--- src/rtl/rf_arb_pkg.sv ---
// Purpose : shared types, default widths and round-robin helper for rf_access_arbiter.
// Latency : n/a (package).
// Backpr. : n/a (package).
package rf_arb_pkg;

    typedef enum logic [1:0] {
        IDLE  = 2'd0,
        ISSUE = 2'd1,
        WAIT  = 2'd2,
        RESP  = 2'd3
    } state_t;

    localparam int RF_AWIDTH = 4;
    localparam int RF_RWIDTH = 64;
    localparam int RF_WWIDTH = 64;

    // Requester count is capped at 8, so indices and the pointer fit in 3 bits.
    localparam int MAX_REQ = 8;
    localparam int PTR_W   = 3;

    // First set bit of valid searching from ptr+1 upward, wrapping at num.
    // Returns 0 when nothing is valid; callers qualify with |valid.
    function automatic logic [PTR_W-1:0] rr_pick(input logic [MAX_REQ-1:0] valid,
                                                 input logic [PTR_W-1:0]   ptr,
                                                 input int unsigned        num);
        logic [PTR_W-1:0] win;
        logic             found;
        int unsigned      idx;
        win   = '0;
        found = 1'b0;
        for (int unsigned k = 1; k <= MAX_REQ; k++) begin
            if (k <= num) begin
                idx = (32'(ptr) + k) % num;
                if (!found && valid[idx[PTR_W-1:0]]) begin
                    win   = idx[PTR_W-1:0];
                    found = 1'b1;
                end
            end
        end
        return win;
    endfunction

endpackage

--- src/rtl/rf_access_arbiter_rr_arbiter.sv ---
// Purpose : combinational round-robin winner and one-hot grant.
// Latency : 0 cycles (pure combinational).
// Backpr. : none; the parent owns the pointer and advances it only on accept.
// Ports   : i_valid (requests), i_ptr (last winner) -> o_winner, o_grant (one-hot or 0), o_any.
module rr_arbiter
    import rf_arb_pkg::*;
#(
    parameter int NUM_REQ = 2
) (
    input  logic [NUM_REQ-1:0] i_valid,
    input  logic [PTR_W-1:0]   i_ptr,
    output logic [PTR_W-1:0]   o_winner,
    output logic [NUM_REQ-1:0] o_grant,
    output logic               o_any
);

    logic [MAX_REQ-1:0] w_valid8;

    always_comb begin
        w_valid8                = '0;
        w_valid8[NUM_REQ-1:0]   = i_valid;
    end

    assign o_any    = |i_valid;
    assign o_winner = rr_pick(w_valid8, i_ptr, NUM_REQ);
    assign o_grant  = o_any ? (NUM_REQ'(1) << o_winner) : '0;

endmodule

--- src/rtl/rf_access_arbiter.sv ---
// Purpose : shares one openHMC register-file port between NUM_REQ requesters, one access at a time.
// Latency : accept T, RF strobe T+1, response one cycle after the cycle carrying rf_access_complete.
// Backpr. : req_ready only in IDLE; responses are single-cycle pulses with no back-pressure.
// Ports   : req_* (per-requester request side), rsp_* (response side), rf_* (controller RF port).
module rf_access_arbiter
    import rf_arb_pkg::*;
#(
    parameter int NUM_REQ       = 2,
    parameter int HMC_RF_AWIDTH = RF_AWIDTH,
    parameter int HMC_RF_RWIDTH = RF_RWIDTH,
    parameter int HMC_RF_WWIDTH = RF_WWIDTH,
    parameter int TIMEOUT_LOG   = 8
) (
    input  logic                             clk_hmc,
    input  logic                             res_hmc,
    input  logic [NUM_REQ-1:0]               req_valid,
    output logic [NUM_REQ-1:0]               req_ready,
    input  logic [NUM_REQ-1:0]               req_write,
    input  logic [NUM_REQ*HMC_RF_AWIDTH-1:0] req_addr,
    input  logic [NUM_REQ*HMC_RF_WWIDTH-1:0] req_wdata,
    output logic [NUM_REQ-1:0]               rsp_valid,
    output logic [HMC_RF_RWIDTH-1:0]         rsp_rdata,
    output logic                             rsp_invalid,
    output logic                             rsp_timeout,
    output logic [HMC_RF_AWIDTH-1:0]         rf_address,
    output logic                             rf_read_en,
    output logic                             rf_write_en,
    output logic [HMC_RF_WWIDTH-1:0]         rf_write_data,
    input  logic [HMC_RF_RWIDTH-1:0]         rf_read_data,
    input  logic                             rf_invalid_address,
    input  logic                             rf_access_complete
);

    state_t                     r_state;
    state_t                     w_next;
    logic [PTR_W-1:0]           r_ptr;
    logic [PTR_W-1:0]           r_id;
    logic                       r_write;
    logic [HMC_RF_AWIDTH-1:0]   r_addr;
    logic [HMC_RF_WWIDTH-1:0]   r_wdata;
    logic [TIMEOUT_LOG-1:0]     r_cnt;
    logic [HMC_RF_RWIDTH-1:0]   r_rdata;
    logic                       r_invalid;
    logic                       r_timeout;

    logic [PTR_W-1:0]           w_winner;
    logic [NUM_REQ-1:0]         w_grant;
    logic                       w_any;
    logic                       w_accept;
    logic                       w_expired;

    rr_arbiter #(.NUM_REQ(NUM_REQ)) u_rr (
        .i_valid  (req_valid),
        .i_ptr    (r_ptr),
        .o_winner (w_winner),
        .o_grant  (w_grant),
        .o_any    (w_any)
    );

    // The grant only ever names a valid requester, so any valid in IDLE is an accept.
    assign w_accept  = (r_state == IDLE) && w_any;
    assign w_expired = (r_cnt == {TIMEOUT_LOG{1'b1}});

    always_comb begin
        w_next = r_state;
        case (r_state)
            IDLE:    if (w_accept) w_next = ISSUE;
            ISSUE:   w_next = WAIT;
            WAIT:    if (rf_access_complete || w_expired) w_next = RESP;
            RESP:    w_next = IDLE;
            default: w_next = IDLE;
        endcase
    end

    always_ff @(posedge clk_hmc) begin
        if (res_hmc) begin
            r_state   <= IDLE;
            r_ptr     <= PTR_W'(NUM_REQ - 1);
            r_id      <= '0;
            r_write   <= 1'b0;
            r_addr    <= '0;
            r_wdata   <= '0;
            r_cnt     <= '0;
            r_rdata   <= '0;
            r_invalid <= 1'b0;
            r_timeout <= 1'b0;
        end else begin
            r_state <= w_next;
            case (r_state)
                IDLE: begin
                    if (w_accept) begin
                        r_id    <= w_winner;
                        r_ptr   <= w_winner;
                        r_write <= req_write[w_winner];
                        r_addr  <= req_addr[int'(w_winner)*HMC_RF_AWIDTH +: HMC_RF_AWIDTH];
                        r_wdata <= req_wdata[int'(w_winner)*HMC_RF_WWIDTH +: HMC_RF_WWIDTH];
                    end
                end
                ISSUE: r_cnt <= '0;
                WAIT: begin
                    r_cnt <= r_cnt + 1'b1;
                    // Completion takes precedence over an expiry in the same cycle.
                    if (rf_access_complete) begin
                        r_rdata   <= rf_read_data;
                        r_invalid <= rf_invalid_address;
                        r_timeout <= 1'b0;
                    end else if (w_expired) begin
                        r_rdata   <= '0;
                        r_invalid <= 1'b0;
                        r_timeout <= 1'b1;
                    end
                end
                default: ;
            endcase
        end
    end

    assign req_ready     = (r_state == IDLE) ? w_grant : '0;
    assign rf_address    = r_addr;
    assign rf_write_data = r_wdata;
    assign rf_read_en    = (r_state == ISSUE) && !r_write;
    assign rf_write_en   = (r_state == ISSUE) &&  r_write;
    assign rsp_valid     = (r_state == RESP) ? (NUM_REQ'(1) << r_id) : '0;
    assign rsp_rdata     = r_rdata;
    assign rsp_invalid   = r_invalid;
    assign rsp_timeout   = r_timeout;

endmodule

--- config.mk ---
export PLATFORM = sky130hd
export DESIGN_NAME = rf_access_arbiter
export DESIGN_NICKNAME = d
export VERILOG_FILES = /design/src/rtl/rf_arb_pkg.sv /design/src/rtl/rf_access_arbiter_rr_arbiter.sv /design/src/rtl/rf_access_arbiter.sv
export SDC_FILE = /design/constraint.sdc
export NUM_CORES = 1
export LEC_CHECK = 0
export BUFFER_PORTS_ARGS = -buffer_cell sky130_fd_sc_hd__buf_2
export CAP_MARGIN = 40
export CORE_AREA = 5 5 131 133
export DETAILED_ROUTE_END_ITERATION = 10
export DIE_AREA = 0 0 136 138
export GPL_ROUTABILITY_DRIVEN = 0
export GPL_TIMING_DRIVEN = 0
export PLACE_DENSITY = 0.67
export SETUP_SLACK_MARGIN = 0.1
export SLEW_MARGIN = 20
export SYNTH_ARGS = -nofsm -noshare
export SYNTH_HDL_FRONTEND = slang
export SYNTH_SLANG_ARGS = --single-unit
--- constraint.sdc ---
create_clock -name clk_hmc -period 1.85 [get_ports clk_hmc]
set_input_delay 0 -clock clk_hmc [delete_from_list [all_inputs] [get_ports clk_hmc]]
set_output_delay 0 -clock clk_hmc [all_outputs]
set_load 0.03 [all_outputs]
Word-level counts from Yosys, hierarchy flattened
Cells that the tools add are included.

storage, ports and cells
  input port bits = 208
  output and inout port bits = 140
  flip-flop bits (word level) = 149
  logic and storage cells = 62

operators by class
  muxes and demuxes = 22
  order comparisons = 3
  eq/ne operators = 6
  reductions and logical operators = 14
  add/sub/neg operators = 3
  shift operators = 4

operators with widths
  operator                                                     number
  two-way mux 64 bit                                           2
  variable part select 128 x 10 -> 64 bit                      1
  one-hot mux 8 bit (2 select lines)                           1
  two-way mux 1 bit                                            13
  two-way mux 2 bit                                            5
  adder 8 x 1 -> 8 bit (second input constant)                 1
  equality test 8 bit (second input constant)                  1
  less-than comparator 1 x 4 -> 1 bit (second input constant)  2
  one-hot mux 2 bit (4 select lines)                           1
  variable part select 8 x 6 -> 4 bit                          1
  AND reduction 2 bit                                          3
  equality test 2 bit (second input constant)                  2
  logical AND 1 bit                                            4
  != test 2 bit (second input constant)                        2
  nonzero test 2 bit                                           2
  less-than comparator 3 x 2 -> 1 bit (second input constant)  1
  left shift 1 x 3 -> 2 bit (first input constant)             1
  adder 1 bit (second input constant)                          2
  equality test 2 x 1 -> 1 bit (second input constant)         1
  logical NOT 1 bit                                            2
  logical NOT 2 bit                                            1
  OR reduction 2 bit                                           1
  left shift 1 x 1 -> 2 bit (first input constant)             1
  logical OR 1 bit                                             1

Depth between registers and ports, before layout
Gate-level depths: netlist (run 1).

  word-level depth = 10
  gate-level depth with buffers = 8
  gate-level depth less buffers = 6

Modules after synthesis
Synthesis (run 1) repeated with hierarchy kept, for this count alone.

unflattened totals
  cells, all modules = 548
  area total of the unflattened synthesis = 5881.9 um^2

by module, submodules not included
  module             sequential area each (um^2)  area each (um^2)  instances  cells an instance
  rf_access_arbiter  2982.9                       5830.6            1          540
  rr_arbiter         0.0                          51.3              1          8

Least setup slack after synthesis (run 1)
Ideal clock, no wire load.

  path type = reg2reg
  start point = register r_state[0]
  end point = register r_wdata[10], in the netlist rf_write_data[10]
  library setup time = 128 ps
  stages on the path, launching flop included = 8
  path buffers = 1
  setup slack = 267 ps
  period minus slack after synthesis = 1583 ps
  data arrival time = 1456 ps
  required time = 1722 ps
  path through = dfxtp_1 inv_1 ha_1 o21ai_2 nor2_2 buf_2 a222oi_1 nor2_1

on the way
  word-level cells in the longest chain between the ends = 3

ends and longest elaborated chain
  item                                      line                                              RTL
  start, declared                           rf_access_arbiter.sv:34                           state_t r_state;
  start signal, assigned                    rf_access_arbiter.sv:88                           r_state <= w_next;
  logical NOT 2 bit (*)                     rf_access_arbiter.sv:61, rf_access_arbiter.sv:89
  logical AND 1 bit                         rf_access_arbiter.sv:61                           assign w_accept = (r_state == IDLE) && w_any;
  AND reduction 2 bit (no source line) (*)  --
  end signal, assigned                      rf_access_arbiter.sv:96                           r_wdata <= req_wdata[int'(w_winner)*HMC_RF_WWIDTH +: HMC_RF_WWIDTH];
  end, declared                             rf_access_arbiter.sv:40                           logic [HMC_RF_WWIDTH-1:0] r_wdata;

Mark *: on every way between the ends. The rest lies on a longest branch, timed or not.
A chain may end at the register's enable or synchronous reset.

Final worst setup path (run 1)
  start point = register r_ptr[0]
  end point = register r_wdata[20], in the netlist rf_write_data[20]

on the way
  word-level cells in the longest chain between the ends = 8
  elaborated cells on any way between the ends = 12
  classes of those cells = 2 x add/sub; 1 x shift; 7 x mux; 2 x reduce/logical

ends and longest elaborated chain
  item                                                   line                     RTL
  start, declared                                        rf_access_arbiter.sv:36  logic [PTR_W-1:0] r_ptr;
  start signal, assigned                                 rf_access_arbiter.sv:78  r_ptr <= PTR_W'(NUM_REQ - 1);
  start signal, assigned                                 rf_access_arbiter.sv:93  r_ptr <= w_winner;
  adder 1 bit                                            rf_arb_pkg.sv:33         idx = (32'(ptr) + k) % num;
  two-way mux 1 bit (not written as such) (2 in series)  rf_arb_pkg.sv:34         if (!found && valid[idx[PTR_W-1:0]]) begin
  two-way mux 1 bit                                      rf_arb_pkg.sv:34
  logical NOT 1 bit                                      rf_arb_pkg.sv:34
  logical AND 1 bit                                      rf_arb_pkg.sv:34
  two-way mux 1 bit (*)                                  rf_arb_pkg.sv:34
  variable part select 128 x 10 -> 64 bit (*)            rf_access_arbiter.sv:96

Mark *: on every way between the ends. The rest lies on a longest branch, timed or not. The select of a mux whose other input is x is not followed.

==> out/results.tsv, run 1 <==
metric	value	unit
outcome	finished, violations left	
vias	6538	
Synth cell types	33	
Synth Register Bits	147	
Synth Net Count	711	
Clk pwr share	26.6	%
Tightest Pin Transition	0.508	ns
crit-path max FO	10	
sw frac	38.8	%
area of the mapped netlist	0.00542	mm^2
initial antenna violation count	2	
vias per cell	5.03	
setup TNS	0	ns
fin crit share	93.7	%
Switch Pwr	4.93	mW
Tot GR Track Use	23.7	%
clock period minus worst slack	1.73	ns
Post-Synth Simple-Gate Area	7.94	%
post-synthesis compound-gate area fraction	23.8	%
Hold Violations, Final	0	
total gr overflow	0	
multiplexer area fraction after synthesis	6.83	%
Layout Skew	0.00797	ns
layout cell share with drive strength beyond 1	40.0	%
slew margin rel.	66.1	%
setup violators final	0	
clock net sink count	147	
Setup crit end kind	flip-flop	
TritonCTS buffer count	17	
Worst-path clk slew	0.06	ns
CTS Root Cell	clkbuf_16	
remaining antenna violation count after routing	0	
RSZ-0062 raised after global routing	true	
CP startpoint kind	flip-flop	
area of the die	0.0188	mm^2
Worst-Skew Late Latency	0.41	ns
Static Leakage	4.86	nW
drt pass-1 iters	11	
htree depth	4	
Max clock buf depth	2	
Worst EP arrival	2.00	ns
placed cell count	1059	
syn avg cell area	10.9	um^2
num rows	46	
Die Ht	138	um
WL/cell	18.1	um
Layout Nets	1281	
failing checks	design-rule violations	
Slew Limit Fails	0	
core area	0.0157	mm^2
Register-to-Register Path Depth	5	
post-layout util	64.6	%
largest net degree at the start of global routing	17	
Adder-Cell Fraction of Synth Area	1.38	%
WS Path Type	reg2reg	
max_cap viols	0	
Int Pwr	7.78	mW
DRC viols	1	
Hold Path Class	in2reg	
TritonCTS clock tree	built	
Post-Route WL	23500	um
Synth-to-Final Area Change	87.1	%
Final Non-Filler Cells	1299	
Synth Instances	497	
Die W	136	um
Seq/Total Area, Yosys	54.3	%
Starting Density	34.5	%
# IOs	348	
largest family of logic cells by synthesized area	compound AO/OA/AOI/OAI gates	
XOR/XNOR share of the synthesized area	0.646	%
first-pass GRT wire length	35900	um
Worst VDD drop	0.739	mV
Hold Crit Depth	3	
PwrDens	1250	mW/mm^2
Seq pwr share	32.9	%
fraction of power consumed by combinational cells	40.4	%
Max Fclk	0.577	GHz
First DRT Iteration DRCs	395	
Detailed Place HPWL	14300	um
yosys warns	0	
Total Power	12.7	mW
Req. time, crit path	2.12	ns
vias in the first global route	6978	
port bufs	346	
[cells by family after synthesis]
kind of cell	Yosys count
xor gates and xnor gates	4
AOI/OAI and AO/OA	152
buffers and inverters	50
adders and majority gates	6
muxes	37
and+or+nand+nor	101
DFF	147
[layer usage]
layer / vias to the layer above / global-route usage [%] / share of wire, %
met5: - / 0 / 0
met4: 0 / 12.9 / 5.1
met3: 101 / 8.20 / 9.0
met2: 388 / 39.5 / 48
met1: 3020 / 26.3 / 38
li1: 3029 / - / -
[Yosys cell counts, drive strengths merged]
cell type / number / area share [%]
a211o: 1 / 0.16
a211oi: 38 / 5.3
a21boi: 1 / 0.21
a21o: 1 / 0.14
a21oi: 7 / 0.65
a222oi: 33 / 6.1
a22o: 65 / 10
and2: 3 / 0.35
and3: 1 / 0.12
buf: 31 / 3.8
clkbuf: 16 / 1.1
dfxtp: 147 / 54
ha: 6 / 1.4
inv: 3 / 0.21
mux2i: 37 / 6.8
nand2: 3 / 0.21
nand2b: 4 / 0.46
nand3: 2 / 0.18
nand3b: 1 / 0.14
nand4: 4 / 0.46
nor2: 78 / 5.4
nor2b: 3 / 0.35
o21a: 1 / 0.14
o21ai: 3 / 0.35
o21bai: 1 / 0.14
o2bb2a: 1 / 0.18
or3: 2 / 0.23
xor2: 4 / 0.65
[critical path: stages (launching register included)]
cell           delay [ns]
dfxtp_1              0.32
a21boi_2             0.16
buf_6                0.20
mux2i_2              0.24
dlygate4sd3_1        0.59
a211oi_1             0.07
[what timing repair did]
action	CTS	global route
gates resized for setup	19	26
buffers inserted	3	6
endpoints found under the setup margin	91	107
endpoints found under the hold margin	132	0
hold buffers	197	0
pin swaps	2	4
[cells in the final DEF, fill, tap and decap left out, types with 17 or more instances in the layout]
cell             n
dfxtp_1        144
nor2_1          76
clkbuf_16       17
a211oi_1        38
a222oi_1        33
dlygate4sd3_1  197
mux2i_1         36
a22o_1          65
buf_2          354
[per-stage QoR]
stage / hold slack (ns) / instance area (um^2) / setup slack (ns)
floorplan: 0.100 / 5420 / 0.267
global placement: 0.216 / 7420 / -0.162
detailed placement: 0.220 / 7420 / -0.149
CTS: 0.000719 / 10100 / 0.0857
global route: 0.0123 / 10100 / 0.0424
finish: 0.00122 / 10100 / 0.117
[power by group through the flow]
stage,logic (mW),clock network (mW),registers (mW)
after floorplan,1.91,0,5.32
after global placement,4.49,0,4.19
after detailed placement,4.50,0,4.19
after CTS,4.98,3.45,4.15
after global routing,5.48,3.62,4.24
final,5.14,3.39,4.18
[registers in the layout, indices dropped and copies added, names as in the netlist]
name           cells
r_id               1
r_cnt              8
r_state            2
rsp_rdata         64
r_ptr              1
r_write            1
rf_address         4
rsp_timeout        1
rf_write_data     64
rsp_invalid        1
[worst paths after layout]
| check | to | slack, ns | from |
|---|---|---|---|
| hold / removal | rf_write_data[34]$_SDFFE_PP0P_ | 0.001 | req_wdata[34] |
| setup reg to reg | rf_write_data[20]$_SDFFE_PP0P_ | 0.12 | r_ptr[0]$_SDFFE_PP1P_ |
| hold reg to reg | rsp_rdata[59]$_SDFFE_PP0P_ | 0.47 | rsp_rdata[59]$_SDFFE_PP0P_ |
| setup / recovery | rf_write_data[20]$_SDFFE_PP0P_ | 0.12 | r_ptr[0]$_SDFFE_PP1P_ |
[layout make-up]
class | instances | area, um^2
multi-input combinational | 300 | 2240
buffer | 46 | 314
tap | 216 | 270
inverter | 3 | 11.3
clock inverter | 12 | 131
fill | 1188 | 5560
clock buffer | 20 | 447
antenna | 3 | 7.51
sequential | 147 | 2950
timing repair buffer | 552 | 3780
Power figures use the tool's default switching activity.
==> run 2, diff against run 1 <==
--- a/config.mk
+++ b/config.mk
@@ -7,12 +7,15 @@
 export LEC_CHECK = 0
 export BUFFER_PORTS_ARGS = -buffer_cell sky130_fd_sc_hd__buf_2
 export CAP_MARGIN = 40
-export CORE_AREA = 5 5 131 133
+export CELL_PAD_IN_SITES_DETAIL_PLACEMENT = 1
+export CELL_PAD_IN_SITES_GLOBAL_PLACEMENT = 1
+export CORE_ASPECT_RATIO = 1.25
+export CORE_MARGIN = 5
+export CORE_UTILIZATION = 30
 export DETAILED_ROUTE_END_ITERATION = 10
-export DIE_AREA = 0 0 136 138
 export GPL_ROUTABILITY_DRIVEN = 0
 export GPL_TIMING_DRIVEN = 0
-export PLACE_DENSITY = 0.67
+export PLACE_DENSITY_LB_ADDON = 0.1
 export SETUP_SLACK_MARGIN = 0.1
 export SLEW_MARGIN = 20
 export SYNTH_ARGS = -nofsm -noshare
==> run 2 against run 1 <==
  * The flow now finishes without violations
  * Register-to-register slack improved by 0.02 ns
  * Non-clock buffer count increased by 14
  * Via count about the same
  * Count of clock-buffer cells in the layout increased by 3
  * Cell count increased by 2.0%
  * Combinational power increased by 4%
  * Clock power increased by 7.4%
  * Sequential share of layout area decreased by 0.59 points
  * Utilization decreased by 6.9 points
==> out/results.tsv, run 2 (synthesis gave the netlist of run 1 again) <==
metric	value	unit
outcome	finished clean	
final worst slack	0.138	ns
area of the die	0.0209	mm^2
# IOs	348	
First DRT Iteration DRCs	294	
fin crit share	92.5	%
max_cap viols	0	
WS Path Type	reg2reg	
layout cell share with drive strength beyond 1	40.7	%
peak per-stage delay on the critical path	0.50	ns
most common cell after layout, fill and taps aside	buf_2	
TritonCTS clock tree	built	
RSZ-0062 raised after global routing	false	
commonest cells after routing, fill and taps aside	buf_2 (351), dlygate4sd3_1 (201), dfxtp_1 (144)	
initial antenna violation count	3	
crit-path cells	inv_2, ha_4, o21ai_4, clkbuf_1, a222oi_1, nor2_1	
total gr overflow	0	
Layout Skew	0.0113	ns
Tot GR Track Use	23.5	%
fill count	2023	
clock net sink count	147	
TritonCTS buffer count	17	
Post-Place Worst Slack	-0.172	ns
remaining antenna violation count after routing	0	
num rows	55	
Slew Limit Fails	0	
clock period minus worst slack	1.71	ns
Hold Violations, Final	0	
Max Fclk	0.584	GHz
CP top delay family	compound AO/OA/AOI/OAI gates	
Synth-to-Final Area Change	91.0	%
WL/cell	19.0	um
Hold Path Class	in2reg	
Die Ht	160	um
Tightest Pin Transition	0.566	ns
Req. time, crit path	2.14	ns
core area	0.0180	mm^2
Worst EP arrival	2.00	ns
Detailed Place HPWL	15800	um
PwrDens	1270	mW/mm^2
CTS Root Cell	clkbuf_16	
CP startpoint kind	flip-flop	
crit-path max FO	10	
Setup crit end kind	flip-flop	
Worst VDD drop	0.672	mV
Post-Route WL	25200	um
Worst-Skew Late Latency	0.41	ns
drt pass-1 iters	5	
port bufs	346	
DRC viols	0	
Fin Hold WS	0.0221	ns
Starting Density	30.2	%
first-pass GRT wire length	38800	um
Die W	130	um
setup violators final	0	
slew margin rel.	62.2	%
vias	6544	
Max clock buf depth	2	
crit path max-delay cell type	a222oi_1	
vias per cell	4.94	
htree depth	4	
vias in the first global route	7467	
Worst-path clk slew	0.06	ns
WP buf/inv	2	
Static Leakage	4.96	nW
largest net degree at the start of global routing	17	
Layout Nets	1295	
==> run 2: through the flow <==
step / cell area, um^2 / power [mW] / utilization [%] / TNS (ns) / std cells
after floorplan: 5420 / 7.24 / - / 0 / 497
after global placement: 7440 / 8.61 / 41.4 / 0 / 1071
after detailed placement: 7440 / 8.74 / 41.4 / -6.09 / 1071
after CTS: 10200 / 12.9 / 56.6 / 0 / 1307
after global routing: 10400 / 13.8 / 57.7 / 0 / 1325
final: 10400 / 13.2 / 57.7 / 0 / 1325
==> run 2: what timing repair did <==
action                                  CTS  global route
buffers inserted                          3            15
hold buffers                            201             0
endpoints found under the setup margin  119           119
hold endpoints to repair                134             0
gates resized for setup                  22            35
pin swaps                                 3             7
==> run 2: path summary, 6_finish.rpt <==
check / cells past startpoint / to / slack (ns) / startpoint
setup / recovery: 6 / rf_write_data[7]$_SDFFE_PP0P_ / 0.14 / r_state[0]$_SDFFE_PP0P_
hold / removal: 3 / r_write$_SDFFE_PP0P_ / 0.02 / req_write[1]
setup reg to reg: 6 / rf_write_data[7]$_SDFFE_PP0P_ / 0.14 / r_state[0]$_SDFFE_PP0P_
hold reg to reg: 1 / rsp_rdata[41]$_SDFFE_PP0P_ / 0.47 / rsp_rdata[41]$_SDFFE_PP0P_
==> run 2: area by class of cell <==
type                            count  area [um^2]  area share, %
Timing Repair Buffer              565         3890           37.5
Sequential cell                   147         2950           28.5
Multi-Input combinational cell    300         2260           21.8
Clock buffer                       23          488           4.71
Buffer                             47          328           3.16
Tap cell                          228          285           2.75
Clock inverter                      9          141           1.36
Inverter                            3         11.3          0.109
Antenna cell                        3         7.51         0.0725
==> run 2: where the power goes <==
group          total (mW)  internal, mW  switching (mW)
Clock                3.64          2.29            1.35
Combinational        5.33          2.06            3.27
Sequential           4.19          3.82           0.370
==> run 2: layer usage <==
layer | global-route usage, % | part of all wire [%] | vias to the layer above
met5 | 0 | 0 | -
met3 | 7.58 | 7.5 | 67
li1 | - | - | 3050
met4 | 12.1 | 4.3 | 0
met2 | 42.8 | 53 | 272
met1 | 23.2 | 35 | 3155
==> run 2: worst register-to-register path, delay by kind of cell (launching register included) <==
| family | cells | cell delay (ns) |
|---|---|---|
| and+or+nand+nor | 1 | 0.09 |
| adders and majority gates | 1 | 0.17 |
| AOI/OAI and AO/OA | 2 | 0.61 |
| DFF | 1 | 0.35 |
| buffers and inverters | 2 | 0.37 |
